**config.mk**
```make
export PLATFORM = sky130hd
export DESIGN_NAME = axis_width_down
export DESIGN_NICKNAME = d
export VERILOG_FILES = /design/src/rtl/axis_width_down.sv
export SDC_FILE = /design/constraint.sdc
export NUM_CORES = 1
export LEC_CHECK = 0
export CORE_MARGIN = 3
export CORE_UTILIZATION = 62
export CTS_CLUSTER_SIZE = 25
export DETAILED_ROUTE_END_ITERATION = 8
export DONT_BUFFER_PORTS = 1
export GPL_TIMING_DRIVEN = 0
export PLACE_DENSITY_LB_ADDON = 0.05
export SLEW_MARGIN = 20
export SYNTH_ARGS = -nofsm -noshare
export SYNTH_HDL_FRONTEND = slang
export SYNTH_SLANG_ARGS = --single-unit
export TNS_END_PERCENT = 100
```
**constraint.sdc**
```tcl
create_clock -name clk -period 2.6 [get_ports clk]
set_input_delay 0.52 -clock clk [delete_from_list [all_inputs] [get_ports clk]]
set_output_delay 0.52 -clock clk [all_outputs]
set_load 0.01 [all_outputs]
```
**src/rtl/axis_width_down.sv**
```systemverilog
// axis_width_down
//   Registered AXI-Stream width downconverter. Each accepted S_BUS_W-wide beat
//   is held in a one-beat buffer and replayed as R = S_BUS_W/M_BUS_W narrow
//   chunks, low chunk first. Chunks above the highest chunk that has any keep
//   bit set are skipped, and m_last rides on the final emitted chunk.
//
// Handshake: a transfer happens on a rising edge where valid & ready are both
//   high. Once m_valid is raised it stays high, with m_data/m_keep/m_last
//   stable, until m_ready is seen high. s_* inputs are sampled only on a
//   transfer.
//
// Ports
//   clk, rstn         clock, synchronous active-low reset
//   s_valid/s_ready   wide input handshake
//   s_last/s_keep/s_data   wide beat (word 0 in LSBs, one keep bit per word)
//   m_valid/m_ready   narrow output handshake
//   m_last/m_keep/m_data   narrow chunk
//   dbg_state         current FSM state (ST_EMPTY / ST_BUSY)
module axis_width_down #(
  parameter int WORD_W  = 8,
  parameter int S_BUS_W = 32,
  parameter int M_BUS_W = 8
) (
  input  logic                          clk,
  input  logic                          rstn,
  input  logic                          s_valid,
  output logic                          s_ready,
  input  logic                          s_last,
  input  logic [S_BUS_W/WORD_W-1:0]     s_keep,
  input  logic [S_BUS_W-1:0]            s_data,
  output logic                          m_valid,
  input  logic                          m_ready,
  output logic                          m_last,
  output logic [M_BUS_W/WORD_W-1:0]     m_keep,
  output logic [M_BUS_W-1:0]            m_data,
  output logic [0:0]                    dbg_state
);

  localparam int S_WPB = S_BUS_W / WORD_W;
  localparam int M_WPB = M_BUS_W / WORD_W;
  localparam int R     = S_BUS_W / M_BUS_W;
  localparam int IDX_W = (R > 1) ? $clog2(R) : 1;

  // The FSM state is exactly the buffer-occupied flag.
  localparam logic [0:0] ST_EMPTY = 1'b0;
  localparam logic [0:0] ST_BUSY  = 1'b1;

  logic [S_BUS_W-1:0] buf_data_q,  buf_data_d;
  logic [S_WPB-1:0]   buf_keep_q,  buf_keep_d;
  logic               buf_last_q,  buf_last_d;
  logic [0:0]         buf_valid_q, buf_valid_d;
  logic [IDX_W-1:0]   idx_q,       idx_d;

  logic [IDX_W-1:0]   final_idx;
  logic               at_final;
  logic               s_hs;
  logic               m_hs;

  // Highest chunk whose keep slice is nonzero; 0 for an all-zero keep so a
  // keep-less beat still produces one chunk carrying its last flag.
  always_comb begin
    final_idx = '0;
    for (int k = 0; k < R; k++) begin
      if (buf_keep_q[k*M_WPB +: M_WPB] != '0) final_idx = IDX_W'(k);
    end
  end

  assign at_final = (idx_q == final_idx);

  // Chunk mux for the current index.
  always_comb begin
    m_data = '0;
    m_keep = '0;
    for (int k = 0; k < R; k++) begin
      if (idx_q == IDX_W'(k)) begin
        m_data = buf_data_q[k*M_BUS_W +: M_BUS_W];
        m_keep = buf_keep_q[k*M_WPB +: M_WPB];
      end
    end
  end

  assign m_valid   = buf_valid_q[0];
  assign m_last    = buf_last_q & at_final;
  assign dbg_state = buf_valid_q;

  // Combinational through m_ready so a new beat can load in the same cycle
  // the final chunk of the previous one leaves: no bubble between beats.
  assign s_ready = rstn & ((buf_valid_q == ST_EMPTY) | (m_ready & at_final));

  assign s_hs = s_valid & s_ready;
  assign m_hs = m_valid & m_ready;

  always_comb begin
    buf_data_d  = buf_data_q;
    buf_keep_d  = buf_keep_q;
    buf_last_d  = buf_last_q;
    buf_valid_d = buf_valid_q;
    idx_d       = idx_q;
    if (s_hs) begin
      // Covers both the EMPTY load and the reload on the final chunk.
      buf_data_d  = s_data;
      buf_keep_d  = s_keep;
      buf_last_d  = s_last;
      buf_valid_d = ST_BUSY;
      idx_d       = '0;
    end else if (m_hs) begin
      if (!at_final) begin
        idx_d = idx_q + IDX_W'(1);
      end else begin
        buf_valid_d = ST_EMPTY;
      end
    end
  end

  always_ff @(posedge clk) begin
    if (!rstn) begin
      buf_data_q  <= '0;
      buf_keep_q  <= '0;
      buf_last_q  <= 1'b0;
      buf_valid_q <= ST_EMPTY;
      idx_q       <= '0;
    end else begin
      buf_data_q  <= buf_data_d;
      buf_keep_q  <= buf_keep_d;
      buf_last_q  <= buf_last_d;
      buf_valid_q <= buf_valid_d;
      idx_q       <= idx_d;
    end
  end

endmodule

```
==> out/metrics.cfg <==
[place]
dpl_cell_area_um2 = 2160
placedCellCount = 304
dp_slack_ns = 0.115
dp_hpwl_um = 3160
portBuffers = 0
gp_congestion = 0.815

[logic_synthesis]
synthSimpleGateAreaFrac = 0.197
synth_xor_area_frac = 0
ys.flop_type = dfxtp_1
synthCells = 260
synth_top_family_by_area = simple AND/OR/NAND/NOR gates
netlist_area_um2 = 2110
seq_area_frac_synth = 0.380
synth_compound_area_frac = 0.0955
muxShareOfSynthArea = 0.176
synthAdderAreaFrac = 0.0237
synth_edf_count = 0
ys_seq_elements = 40
ys_types = 34
synthesis.nets = 305
synthArstFlopShare = 0
syn_avg_cell_area_um2 = 8.11
ys_warn_count = 0

[sta]
finalCritPeriodShare = 0.975
tightest_slew_ns = 0.527
setup_ws_ns = 0.0649
max-slew-margin-rel = 0.649
fin_skew_ns = 0.00705
hold_viol_final = 0
drv_slew = 0
max_freq_mhz = 394
finalSetupViolations = 0
fin_setup_tns_ns = 0
fin_crit_ns = 2.54

[power]
leakagePower_uw = 0.000961
irDropWorstVdd_v = 0.000447
power_density_nw_per_um2 = 547
total_power_uw = 1220

[clocking]
root_buffer = clkbuf_4
cts_buffers = 5
cts_tree = done
htree_levels = 2
path_clk_slew_ns = 0.11
insertion_delay_ns = 0.35
cts_num_sinks = 40
postCtsSetupRepairBufs = 0
clock_path_buffers = 2

[min_path]
min_path_cells = 2
hold_start = s_keep[1]
hold_end = buf_keep_q[1]$_SDFFE_PN0P_
hold_path_class = in2reg

[layout]
diodes = 0
final_area_um2 = 2230
finalNonFillerCells = 309
mostFrequentLayoutCell = nand2_1
layout_common_cells = nand2_1 (61), inv_1 (40), mux2i_1 (37), dfxtp_1 (36), a21oi_1 (20)
drive_above_1_share = 0.0981
final_nets = 310
num-fill-cells = 276
area_delta_synth_final_pct = 5.93

[routing]
first_pass_iters = 4
antenna_left = 0
viasPerCell = 5.37
drc = 0
vias = 1659
routed_wl_um = 4330
drtIter0Drc = 149
wl_per_cell_um = 14.0

[run]
drv_cap = 0

[setup_path]
critPathKind = reg2out
start_kind = flop
ff2ff_setup_slack_ns = 0.57
reg2reg_to = buf_data_q[14]$_SDFFE_PN0P_
crit_fanout = 7
crit_required_ns = 2.08
crit_start = buf_keep_q[2]$_SDFFE_PN0P_
r2r_start = buf_keep_q[2]$_SDFFE_PN0P_
r2r_cells = 6
crit_path_end_kind = output port
arrival_ns = 2.02

[grt]
grt_pass1_wl_um = 7160
antenna_found_initial = 0
grt_max_degree = 12
grt_overflow_total = 0
grt_pass1_vias = 1603
grt.total_usage = 0.226

[run_status]
status = completed

[floorplan]
start_util = 0.669
die_w_um = 64.3
die_h_um = 64.3
die-area_um2 = 4140
core_um2 = 3150
num_rows = 20
io_pins = 54

[synthesized netlist by cell type (all sizes together) (2+ instances only)]
library cell | number | share of area
a21oi | 20 | 0.047
o21ai | 9 | 0.021
nor3 | 2 | 0.0071
nand3b | 10 | 0.036
dfxtp | 40 | 0.38
buf | 7 | 0.041
clkbuf | 9 | 0.016
nand2 | 61 | 0.11
inv | 40 | 0.071
ha | 4 | 0.024
nand3 | 2 | 0.0047
nor2b | 2 | 0.0059
mux2i | 37 | 0.18
[registers in the layout (all words and copies together), names as in the netlist]
register    flops
dbg_state       1
buf_keep_q      4
buf_data_q     32
idx_q           2
buf_last_q      1
[metrics by stage]
| stage | util | hold WS [ns] |
|---|---|---|
| floorplan | - | 0.430 |
| global placement | 0.686 | 0.442 |
| detailed placement | 0.686 | 0.447 |
| CTS | 0.703 | 0.287 |
| global route | 0.708 | 0.268 |
| finish | 0.708 | 0.288 |
[final cells by class]
type	count	area (µm²)	share of cell area
Inverter	40	150	0.0672
Tap cell	44	55.1	0.0246
Buffer	14	116	0.0521
Clock inverter	1	5.00	0.00224
Clock buffer	6	41.3	0.0185
Sequential cell	40	808	0.362
Multi-Input combinational cell	164	1060	0.473
[cell families (layout without fill, tap and decap cells)]
family / Yosys count / in the layout
AND/OR/NAND/NOR: 87 / 87
adder cells (fa/ha/maj): 4 / 4
flip-flops: 40 / 40
multiplexers: 37 / 37
AO/OA/AOI/OAI: 36 / 36
buffers and inverters: 56 / 61
[report_power, final]
part / internal, µW / switching (µW)
logic: 105 / 118
registers: 668 / 37.5
clock network: 99.7 / 193
[per-layer routing]
metal	track usage	vias up	wire length (µm)
met5	0	-	0
met4	0.0818	0	64
met3	0.0791	7	263
met2	0.370	43	2140
met1	0.272	760	1870
li1	-	849	-
[how the worst max path moves through the flow]
| stage | to | slack (ns) | depth (start not counted) |
|---|---|---|---|
| 6_report | s_ready | 0.06 | 4 |
| 5_1_grt | s_ready | -0.003 | 4 |
| 4_1_cts | m_data[5] | 0.02 | 7 |
| 3_5_place_dp | m_data[5] | 0.11 | 7 |
| 3_3_place_gp | m_data[5] | 0.13 | 7 |
| 2_1_floorplan | s_ready | 0.43 | 4 |
[repair_timing]
item / 4_1_cts / 5_1_grt
gates resized for setup: 14 / 10
pin swaps: 0 / 0
setup endpoints to repair: 10 / 10
endpoints found under the hold margin: 0 / 0
hold buffers: 0 / 0
[worst max-delay path, stage by stage, from the launching register on]
cell and delay, ns:
dfxtp_2 0.37, or4b_4 0.55, a41o_1 0.29, or2_2 0.32
nor2b_4 0.14
No activity file was read; power rests on OpenSTA's default activity.
